`config.mk`:
```
export PLATFORM = sky130hd
export DESIGN_NAME = pc_gen_flat
export DESIGN_NICKNAME = d
export VERILOG_FILES = /design/src/rtl/pc_gen_pkg.sv /design/src/rtl/pc_gen_if.sv /design/src/rtl/pc_next_sel.sv /design/src/rtl/pc_gen.sv /design/src/flat_wrapper.sv
export SDC_FILE = /design/constraint.sdc
export NUM_CORES = 1
export LEC_CHECK = 0
export CORE_MARGIN = 1
export CORE_UTILIZATION = 33
export DETAILED_ROUTE_END_ITERATION = 10
export GPL_ROUTABILITY_DRIVEN = 1
export PLACE_DENSITY = 0.72
export SYNTH_ARGS = -nofsm -noshare
export SYNTH_HDL_FRONTEND = slang
export SYNTH_SLANG_ARGS = --single-unit
```
`constraint.sdc`:
```
create_clock -name clk -period 2 [get_ports clk]
set_input_delay 0.6 -clock clk [delete_from_list [all_inputs] [get_ports clk]]
set_output_delay 0.6 -clock clk [all_outputs]
set_load 0.01 [all_outputs]
```
`src/rtl/pc_gen_pkg.sv`:
```
`default_nettype none
// +-----------------------------------------------------------------------+
// | Module  : pc_gen_pkg                                                  |
// | Purpose : Shared constants and state encoding for the fetch-stage    |
// |           program-counter generator.                                  |
// | Contents: reset/chip-enable levels, default XLEN and reset vector,    |
// |           FSM state type.                                             |
// | Revision: 1.0 - initial release                                       |
// +-----------------------------------------------------------------------+
package pc_gen_pkg;

   localparam logic RST_ENABLE   = 1'b1;
   localparam logic CHIP_ENABLE  = 1'b1;
   localparam logic CHIP_DISABLE = 1'b0;

   localparam int XLEN_DEFAULT = 32;
   localparam logic [31:0] RESET_VECTOR_DEFAULT = 32'h0000_0000;

   typedef enum logic [1:0] {
      ST_RESET = 2'd0,
      ST_RUN   = 2'd1,
      ST_FAULT = 2'd2
   } state_e;

endpackage : pc_gen_pkg
`default_nettype wire

```
`src/rtl/pc_gen_if.sv`:
```
`default_nettype none
// +-----------------------------------------------------------------------+
// | Module  : pc_gen_if                                                   |
// | Purpose : Bundle of control inputs and fetch-side outputs of pc_gen.  |
// | Ports   : master - drives stall/redirect/ready, observes PC outputs.  |
// |           slave  - the PC generator side.                             |
// | Revision: 1.0 - initial release                                       |
// +-----------------------------------------------------------------------+
interface pc_gen_if #(
   parameter int XLEN = 32
);
   logic            stall_i;
   logic            branch_valid_i;
   logic [XLEN-1:0] branch_target_i;
   logic            trap_valid_i;
   logic [XLEN-1:0] trap_vector_i;
   logic            fetch_ready_i;
   logic [XLEN-1:0] pc_o;
   logic            pc_valid_o;
   logic            ce_o;
   logic            misaligned_o;
   logic [XLEN-1:0] misaligned_pc_o;

   modport master (
      output stall_i, branch_valid_i, branch_target_i,
             trap_valid_i, trap_vector_i, fetch_ready_i,
      input  pc_o, pc_valid_o, ce_o, misaligned_o, misaligned_pc_o
   );

   modport slave (
      input  stall_i, branch_valid_i, branch_target_i,
             trap_valid_i, trap_vector_i, fetch_ready_i,
      output pc_o, pc_valid_o, ce_o, misaligned_o, misaligned_pc_o
   );
endinterface : pc_gen_if
`default_nettype wire

```
`src/rtl/pc_next_sel.sv`:
```
`default_nettype none
// +-----------------------------------------------------------------------+
// | Module  : pc_next_sel                                                 |
// | Purpose : Combinational next-PC selection: trap > branch > increment  |
// |           > hold, with trap alignment clear and misalign detect.      |
// | Ports   : pc_i current PC; trap/branch requests and targets;          |
// |           accept_i fetch handshake; next_pc_o selected PC;            |
// |           misaligned_o branch target rejected as misaligned.          |
// | Revision: 1.0 - initial release                                       |
// +-----------------------------------------------------------------------+
module pc_next_sel #(
   parameter int XLEN       = 32,
   parameter int INST_BYTES = 4
) (
   input  wire logic [XLEN-1:0] pc_i,
   input  wire logic            trap_valid_i,
   input  wire logic [XLEN-1:0] trap_vector_i,
   input  wire logic            branch_valid_i,
   input  wire logic [XLEN-1:0] branch_target_i,
   input  wire logic            accept_i,
   output logic      [XLEN-1:0] next_pc_o,
   output logic                 misaligned_o
);

   // Mask of the address bits below instruction granularity; zero when
   // INST_BYTES is 1, so every target is then aligned.
   localparam logic [XLEN-1:0] LOW_MASK = XLEN'(INST_BYTES - 1);
   localparam logic [XLEN-1:0] STEP     = XLEN'(INST_BYTES);

   always_comb begin
      next_pc_o    = pc_i;
      misaligned_o = 1'b0;
      if (trap_valid_i) begin
         // Trap wins outright; the branch is not even checked for alignment.
         next_pc_o = trap_vector_i & ~LOW_MASK;
      end else if (branch_valid_i) begin
         if ((branch_target_i & LOW_MASK) == '0) begin
            next_pc_o = branch_target_i;
         end else begin
            misaligned_o = 1'b1;
         end
      end else if (accept_i) begin
         // Natural modulo-2^XLEN wrap, no flag.
         next_pc_o = pc_i + STEP;
      end
   end

endmodule : pc_next_sel
`default_nettype wire

```
`src/rtl/pc_gen.sv`:
```
`default_nettype none
// +-----------------------------------------------------------------------+
// | Module  : pc_gen                                                      |
// | Purpose : Fetch-stage program-counter generator. Issues addresses     |
// |           from RESET_VECTOR, advances on accepted fetches, takes      |
// |           branch and trap redirects, parks misaligned branches in a   |
// |           FAULT state until a trap redirect arrives.                  |
// | Ports   : clk, rst (synchronous, active-high); bus (pc_gen_if.slave)  |
// |           carrying stall/redirect/ready inputs and PC outputs.        |
// | Revision: 1.0 - initial release                                       |
// +-----------------------------------------------------------------------+
module pc_gen
   import pc_gen_pkg::*;
#(
   parameter int              XLEN         = XLEN_DEFAULT,
   parameter int              INST_BYTES   = 4,
   parameter logic [XLEN-1:0] RESET_VECTOR = XLEN'(RESET_VECTOR_DEFAULT)
) (
   input wire logic clk,
   input wire logic rst,
   pc_gen_if.slave  bus
);

   state_e          state_q, state_d;
   logic [XLEN-1:0] pc_q, pc_d;
   logic [XLEN-1:0] mis_pc_q, mis_pc_d;

   logic            in_run;
   logic            pc_valid;
   logic            accept;
   logic [XLEN-1:0] sel_pc;
   logic            sel_misaligned;

   assign in_run   = (state_q == ST_RUN);
   // The only combinational output: the request drops in the stall cycle.
   assign pc_valid = in_run && !bus.stall_i;
   assign accept   = pc_valid && bus.fetch_ready_i;

   // Branches are only honoured in RUN; gating here lets the FAULT state
   // reuse the same selector for its trap-only exit and hold.
   pc_next_sel #(
      .XLEN       (XLEN),
      .INST_BYTES (INST_BYTES)
   ) u_pc_next_sel (
      .pc_i            (pc_q),
      .trap_valid_i    (bus.trap_valid_i),
      .trap_vector_i   (bus.trap_vector_i),
      .branch_valid_i  (bus.branch_valid_i && in_run),
      .branch_target_i (bus.branch_target_i),
      .accept_i        (accept),
      .next_pc_o       (sel_pc),
      .misaligned_o    (sel_misaligned)
   );

   always_comb begin
      state_d  = state_q;
      pc_d     = pc_q;
      mis_pc_d = mis_pc_q;
      case (state_q)
         ST_RESET: begin
            state_d = ST_RUN;
            pc_d    = RESET_VECTOR;
         end
         ST_RUN: begin
            pc_d = sel_pc;
            if (sel_misaligned) begin
               state_d  = ST_FAULT;
               mis_pc_d = bus.branch_target_i;
            end
         end
         ST_FAULT: begin
            pc_d = sel_pc;
            if (bus.trap_valid_i) begin
               state_d = ST_RUN;
            end
         end
         default: begin
            state_d = ST_RESET;
            pc_d    = RESET_VECTOR;
         end
      endcase
   end

   always_ff @(posedge clk) begin
      if (rst == RST_ENABLE) begin
         state_q  <= ST_RESET;
         pc_q     <= RESET_VECTOR;
         mis_pc_q <= '0;
      end else begin
         state_q  <= state_d;
         pc_q     <= pc_d;
         mis_pc_q <= mis_pc_d;
      end
   end

   assign bus.pc_o            = pc_q;
   assign bus.pc_valid_o      = pc_valid;
   assign bus.ce_o            = (state_q != ST_RESET) ? CHIP_ENABLE : CHIP_DISABLE;
   assign bus.misaligned_o    = (state_q == ST_FAULT);
   assign bus.misaligned_pc_o = mis_pc_q;

endmodule : pc_gen
`default_nettype wire
```
`src/flat_wrapper.sv`:
```
// flat-port wrapper written by rule: the top's interface ports become plain ports
module pc_gen_flat import pc_gen_pkg::*;
#(
   parameter int              XLEN         = XLEN_DEFAULT,
   parameter int              INST_BYTES   = 4,
   parameter logic [XLEN-1:0] RESET_VECTOR = XLEN'(RESET_VECTOR_DEFAULT)
)
  (clk, rst, bus_stall_i, bus_branch_valid_i, bus_branch_target_i, bus_trap_valid_i, bus_trap_vector_i, bus_fetch_ready_i, bus_pc_o, bus_pc_valid_o, bus_ce_o, bus_misaligned_o, bus_misaligned_pc_o);
  pc_gen_if #(.XLEN(XLEN)) bus_i ();
  input wire logic clk;
  input wire logic rst;
  input wire logic [$bits(bus_i.stall_i)-1:0] bus_stall_i;
  input wire logic [$bits(bus_i.branch_valid_i)-1:0] bus_branch_valid_i;
  input wire logic [$bits(bus_i.branch_target_i)-1:0] bus_branch_target_i;
  input wire logic [$bits(bus_i.trap_valid_i)-1:0] bus_trap_valid_i;
  input wire logic [$bits(bus_i.trap_vector_i)-1:0] bus_trap_vector_i;
  input wire logic [$bits(bus_i.fetch_ready_i)-1:0] bus_fetch_ready_i;
  output wire logic [$bits(bus_i.pc_o)-1:0] bus_pc_o;
  output wire logic [$bits(bus_i.pc_valid_o)-1:0] bus_pc_valid_o;
  output wire logic [$bits(bus_i.ce_o)-1:0] bus_ce_o;
  output wire logic [$bits(bus_i.misaligned_o)-1:0] bus_misaligned_o;
  output wire logic [$bits(bus_i.misaligned_pc_o)-1:0] bus_misaligned_pc_o;
  assign bus_i.stall_i = bus_stall_i;
  assign bus_i.branch_valid_i = bus_branch_valid_i;
  assign bus_i.branch_target_i = bus_branch_target_i;
  assign bus_i.trap_valid_i = bus_trap_valid_i;
  assign bus_i.trap_vector_i = bus_trap_vector_i;
  assign bus_i.fetch_ready_i = bus_fetch_ready_i;
  assign bus_pc_o = bus_i.pc_o;
  assign bus_pc_valid_o = bus_i.pc_valid_o;
  assign bus_ce_o = bus_i.ce_o;
  assign bus_misaligned_o = bus_i.misaligned_o;
  assign bus_misaligned_pc_o = bus_i.misaligned_pc_o;
  pc_gen #(.XLEN(XLEN), .INST_BYTES(INST_BYTES), .RESET_VECTOR(RESET_VECTOR)) u_core (.clk(clk), .rst(rst), .bus(bus_i));
endmodule
```
==> results by group, run 1 <==
Outcome
  – Outcome: finished clean

Flow run
  – Max-cap violations: 0

STA
  – Relative slew slack: 0.710
  – Endpoints failing setup: 0
  – Final Skew: 0.00819 ns
  – Max frequency: 503 MHz
  – Total negative slack: 0 ns
  – Tcrit/Tclk final: 0.995
  – Measured slew at the worst slew-check pin: 0.434 ns
  – Max-slew violation count: 0
  – WHS: 0.454 ns
  – Final hold violations: 0
  – Final Critical Period: 1.99 ns

Route
  – Iteration-0 DRC Markers: 335
  – Vias/cell: 5.51
  – Post-route ant nets: 0
  – WL final: 14.2 mm
  – Wire per inst: 17.2 microns
  – DRC Markers: 0
  – Initial DRT Pass Iterations: 5
  – DR vias: 4537

Finish
  – Nets: 753
  – Layout cells sized above 1: 0.173
  – # diodes: 0
  – Area growth syn-to-layout: 62.9%
  – Finished Cell Area: 0.00609 sq mm
  – Layout Utilization: 0.557

GRT
  – Vias in the first global route: 4242
  – Pin count of the biggest net entering global routing: 35
  – Gr usage total: 0.235
  – Global-route wire length before repair: 21.5 mm
  – Initial antenna violation count: 0
  – GRT overflow: 0

Worst setup path
  – Critical Path RT: 1.40 ns
  – Worst path arrival time: 1.39 ns
  – Crit path max fanout: 6
  – Crit path kind: reg2out
  – Worst Setup Start Kind: flop
  – Worst setup EP type: output port

Yosys
  – Post-synthesis cell area: 0.00374 sq mm
  – Synth area leader: dfxtp_1
  – Synth top area share: 0.353
  – Post-Synth Adder-Cell Area: 0.0167
  – Synth Area in XOR/XNOR: 0.0140
  – Register area share after synthesis: 0.353
  – Post-synth top cells: 111 x nand2_1, 66 x dfxtp_1, 58 x a21oi_1
  – Post-Syn Instances: 501
  – Post-synthesis compound-gate area fraction: 0.242
  – Synth area leaders: dfxtp_1 35%, nand2_1 11%, a21oi_1 7.8%
  – Simple-Gate Fraction of Synth Area: 0.296
  – YS warnings: 0
  – Most frequent cell after synthesis: nand2_1
  – Largest family of logic cells by synthesized area: simple AND/OR/NAND/NOR gates
  – Post-synth ARST share: 0
  – Primary FF master, synth: dfxtp_1
  – Synth unique cells: 60
  – Synth Area per Inst: 7.47 sq um
  – Synthesized Nets: 576
  – EDFF count, synth: 0
  – Multiplexer share of the synthesized area: 0.0214
  – Seq cells post-synth: 66

Clock tree
  – TritonCTS Buffers: 9
  – Clock Sinks: 66
  – CTS tree: built
  – Clock Tree Buf Depth: 2
  – H-Tree Depth: 3
  – Root Driver: clkbuf_16
  – Clk Latency, worst-skew pair: 0.33 ns
  – Hold-fix buffer count after cts: 0
  – Clock transition at path regs: 0.06 ns

Placed design
  – RePlAce Congestion: 0.891
  – Post-Place Cell Area: 0.00562 sq mm
  – Post-DP HPWL: 10.6 mm
  – PortBufs: 134

Power
  – Pwr/cell area: 849 mW/mm^2
  – VDD IR max: 410 uV
  – Tot Pwr: 5.17 mW
  – LEAKAGE: 2.31 nW

Worst hold path
  – Hold Path Class: reg2reg

Die
  – # IOs: 137
  – Chip width: 108 microns
  – Die Y: 108 microns
  – Row Count: 38
  – Initial Utilization: 0.342
  – Core Area: 0.0109 sq mm
  – DIE AREA: 0.0118 sq mm
flip-flops by register name, summed over array words and instances, names as in the netlist, named ones only:
register and flops:
u_core.bus.misaligned_pc_o 32, u_core.bus.pc_o 30, u_core.state_q 2
power breakdown:
part / switching [mW] / internal [mW] / total (mW)
Combinational: 0.973 / 0.954 / 1.93
Sequential: 0.153 / 1.47 / 1.63
Clock: 0.621 / 1.00 / 1.62
final timing paths:
check,depth (start not counted),end,startpoint,slack [ns]
max reg2reg,6,u_core.bus.pc_o[15],u_core.bus.pc_o[10],0.09
min,2,u_core.bus.misaligned_pc_o[18],u_core.bus.misaligned_pc_o[18],0.45
min reg2reg,2,u_core.bus.misaligned_pc_o[18],u_core.bus.misaligned_pc_o[18],0.45
max,2,bus_pc_o[6],u_core.bus.pc_o[6],0.01
area by class of cell:
type / instances / area (sq um)
fillers: 1028 / 4840
multi-input cells: 391 / 2290
repair buffers: 202 / 1970
clock buffers: 10 / 239
inverters: 8 / 30.0
clock inverters: 6 / 65.1
well taps: 140 / 175
flip-flops and latches: 66 / 1330
logic make-up (layout without fill, tap and decap cells):
group           Yosys count  in the layout
compound gates          143            143
xor+xnor                  6              6
fa+ha+maj                 5              5
buf+inv                  44            226
flops                    66             66
mux                       8              8
simple gates            229            229
routing by layer:
layer / up-vias / global-route usage / share of wire
li1: 2161 / - / -
met1: 2131 / 0.299 / 0.42
met2: 218 / 0.392 / 0.48
met3: 27 / 0.0482 / 0.082
met4: 0 / 0.0801 / 0.024
met5: - / 0 / 0
per-stage QoR:
stage / worst slack (ns) / instances
final: 0.0106 / 823
after floorplan: -0.00689 / 501
after detailed placement: -0.511 / 802
after global placement: -0.450 / 802
after CTS: 0.00384 / 821
after global routing: -0.0166 / 823
repair_timing:
action	4_1_cts	5_1_grt
setup buffers	2	1
setup endpoints to repair	56	52
cloned	1	1
gates resized for setup	17	31
pin swaps	3	3
layout by cell type, fill, tap and decap left out, types with 6 or more instances in the layout:
master / instances
inv_1: 8
dfxtp_2: 10
dlymetal6s2s_1: 7
o21ai_0: 18
a211oi_1: 6
mux2i_1: 8
nand2_1: 111
nor3_1: 17
o211ai_1: 9
clkdlybuf4s50_1: 119
and3_1: 7
nand4_1: 8
a31oi_1: 8
clkbuf_16: 9
nand3_1: 18
dfxtp_1: 56
buf_4: 57
dlygate4sd2_1: 8
nor2_1: 30
a21oi_1: 57
worst max-delay path, cell delays in order, from the launching register on:
cell             delay (ns)
dfxtp_1                0.36
buf_4                  0.16
clkdlybuf4s50_1        0.54
(Power assumes the default switching activity.)
==> inputs of run 2 (changes only) <==
CELL_PAD_IN_SITES_DETAIL_PLACEMENT = 1   (was not set)
CELL_PAD_IN_SITES_GLOBAL_PLACEMENT = 1   (was not set)
CORE_UTILIZATION = 28   (was 33)
PLACE_DENSITY = 0.83   (was 0.72)
==> run 2 against run 1 <==
Against the previous run:
- sequential power about the same
- register-to-register slack improved by 0.02 ns
- sequential share of layout area decreased by 0.40 points
- first-iteration DRC count decreased by 33%
- highest routed layer unchanged
- critical path depth increased by 5
- power increased by 9.7%
- critical endpoint is now u_core.state_q[1]
- routed wire length increased by 21%
- non-clock buffer count increased by 10
- flip-flop and latch count unchanged
==> results by group, run 2 (same netlist as run 1, synthesis figures left out) <==
Clock tree
  – Root Driver: clkbuf_16 (unchanged)
  – Clk Latency, worst-skew pair: 0.34 ns (was 0.33 ns)
  – H-Tree Depth: 3 (unchanged)
  – Clock Tree Buf Depth: 2 (unchanged)
  – Clock Sinks: 66 (unchanged)
  – Clock transition at path regs: 0.06 ns (about the same)
  – TritonCTS Buffers: 9 (unchanged)
  – CTS tree: built (unchanged)

Finish
  – Finished Cell Area: 0.00626 sq mm (was 0.00609 sq mm)
  – Max FFs per register: 32 (unchanged)
  – Layout cells sized above 1: 0.201 (was 0.173)
  – # diodes: 0 (unchanged)
  – Nets: 763 (was 753)
  – Storage element area: 0.00135 sq mm (was 0.00133 sq mm)
  – Most frequent cells in the layout: 120 x clkdlybuf4s50_1, 111 x nand2_1, 73 x buf_4 (was 119 x clkdlybuf4s50_1, 111 x nand2_1, 57 x a21oi_1, 57 x buf_4, 56 x dfxtp_1)
  – Commonest non-fill, non-tap cell in the layout: clkdlybuf4s50_1 (unchanged)
  – Fillers: 1574 (was 1028)
  – Multi-input gate area: 0.00232 sq mm (was 0.00229 sq mm)
  – Layout Utilization: 0.488 (was 0.557)
  – Area growth syn-to-layout: 67.3% (was 62.9%)

Power
  – LEAKAGE: 2.34 nW (was 2.31 nW)
  – Clock power frac: 0.352 (was 0.313)
  – Tot Pwr: 5.68 mW (was 5.17 mW)
  – Sequential Power Share: 0.292 (was 0.314)
  – VDD IR max: 414 uV (was 410 uV)
  – Comb power frac: 0.356 (was 0.372)
  – Internal: 3.82 mW (was 3.43 mW)
  – Sw Share: 0.328 (was 0.338)
  – Switching Power: 1.86 mW (was 1.75 mW)
  – Pwr/cell area: 907 mW/mm^2 (was 849 mW/mm^2)

Placed design
  – RePlAce Congestion: 0.852 (was 0.891)
  – PortBufs: 134 (unchanged)
  – Post-DP HPWL: 12.8 mm (was 10.6 mm)
  – Post-Place Cell Area: 0.00572 sq mm (was 0.00562 sq mm)

Worst setup path
  – Crit path kind: in2reg (was reg2out)
  – CP Cell Sequence: dlygate4sd2_1 > buf_4 > nand2_1 > or3_1 > a22oi_2 > mux2i_1 > nor2_1 (was buf_4 > clkdlybuf4s50_1)
  – Bufs and invs on worst path: 2 (unchanged)
  – Crit path max-delay cell type: or3_1 (was clkdlybuf4s50_1)
  – Worst setup EP type: flop (was output port)
  – Worst path top cell family by delay: simple AND/OR/NAND/NOR gates (was buffers and inverters)
  – Critical Path RT: 2.22 ns (was 1.40 ns)
  – Worst Setup Start Kind: input pin (was flop)
  – Worst path arrival time: 2.19 ns (was 1.39 ns)
  – Crit path largest cell delay: 0.41 ns (was 0.54 ns)
  – Crit path max fanout: 8 (was 6)

Die
  – Chip width: 118 microns (was 108 microns)
  – DIE AREA: 0.0138 sq mm (was 0.0118 sq mm)
  – Core Area: 0.0128 sq mm (was 0.0109 sq mm)
  – # IOs: 137 (unchanged)
  – Die Y: 118 microns (was 108 microns)
  – Initial Utilization: 0.292 (was 0.342)
  – Row Count: 41 (was 38)

STA
  – Endpoints failing setup: 0 (unchanged)
  – Max-slew violation count: 0 (unchanged)
  – Max frequency: 507 MHz (was 503 MHz)
  – Total negative slack: 0 ns (unchanged)
  – WHS: 0.457 ns (was 0.454 ns)
  – Final Critical Period: 1.97 ns (was 1.99 ns)
  – Relative slew slack: 0.759 (was 0.710)
  – Final hold violations: 0 (unchanged)
  – Unrepaired setup endpoints after global routing: false
  – Final Skew: 0.00840 ns (was 0.00819 ns)
  – Measured slew at the worst slew-check pin: 0.361 ns (was 0.434 ns)
  – Tcrit/Tclk final: 0.986 (was 0.995)

Outcome
  – Outcome: finished clean (unchanged)

GRT
  – Vias in the first global route: 5031 (was 4242)
  – Pin count of the biggest net entering global routing: 35 (unchanged)
  – Initial antenna violation count: 0 (unchanged)
  – GRT overflow: 0 (unchanged)
  – Gr usage total: 0.246 (was 0.235)
  – Global-route wire length before repair: 27.0 mm (was 21.5 mm)

Route
  – Vias/cell: 5.46 (was 5.51)
  – Post-route ant nets: 0 (unchanged)
  – Initial DRT Pass Iterations: 4 (was 5)
  – DR vias: 4720 (was 4537)
  – WL final: 17.1 mm (was 14.2 mm)
  – Iteration-0 DRC Markers: 224 (was 335)
  – Wire per inst: 19.8 microns (was 17.2 microns)
  – DRC Markers: 0 (unchanged)

Worst hold path
  – Hold Path Class: reg2reg (unchanged)

Flow run
  – Max-cap violations: 0 (unchanged)
[run 2: changes by cell type in the layout (fill, tap and decap cells not counted), moves of 3 or more]
cell / previous run / this run
buf_4: 57 / 73
dfxtp_2: 10 / 16
buf_6: 5 / 1
bufinv_16: 1 / 4
dfxtp_1: 56 / 49
[run 2: layer usage]
metal  vias to the layer above  part of all wire  global-route usage
met5                         -                 0                   0
met4                         0             0.030               0.105
met3                        40             0.056              0.0465
met2                       179              0.50               0.435
met1                      2309              0.41               0.288
li1                       2192                 -                   -
[run 2: path summary, 6_finish.rpt]
path	cells after the start	start	slack, ns	endpoint
setup / recovery	7	bus_branch_valid_i	0.03	u_core.state_q[1]
hold / removal	2	u_core.bus.misaligned_pc_o[5]	0.46	u_core.bus.misaligned_pc_o[5]
setup reg to reg	6	u_core.bus.pc_o[5]	0.11	u_core.bus.pc_o[25]
hold reg to reg	2	u_core.bus.misaligned_pc_o[5]	0.46	u_core.bus.misaligned_pc_o[5]
[run 2: repair_timing]
action,4_1_cts,5_1_grt
buffers inserted,5,0
pin swaps,6,0
endpoints found under the setup margin,72,33
resized for setup,31,25
hold buffers,0,0
[run 2: power by group through the flow]
stage / logic, mW / clock network (mW) / registers, mW
floorplan: 0.787 / 0 / 1.69
finish: 2.02 / 2.00 / 1.66
CTS: 2.00 / 2.01 / 1.64
global route: 2.16 / 2.07 / 1.68
detailed placement: 1.94 / 0 / 1.65
global placement: 1.87 / 0 / 1.64
[run 2: worst min-delay path, delay by kind of cell (launching register included)]
kind             cells  cell delay [ns]
AND/OR/NAND/NOR      1             0.05
AO/OA/AOI/OAI        1             0.05
flip-flops           1             0.31
[run 2: final cells by class]
| type | instances | share of cell area |
|---|---|---|
| clock inverters | 6 | 0.0220 |
| well taps | 172 | 0.0344 |
| repair buffers | 212 | 0.317 |
| multi-input cells | 391 | 0.370 |
| inverters | 8 | 0.00480 |
| flip-flops and latches | 66 | 0.215 |
| clock buffers | 10 | 0.0366 |
[run 2: stage by stage]
| step | cells | setup slack (ns) |
|---|---|---|
| finish | 865 | 0.0276 |
| global route | 865 | 0.00121 |
| CTS | 865 | 0.00437 |
| detailed placement | 844 | -0.632 |
| global placement | 844 | -0.498 |
| floorplan | 501 | -0.00689 |
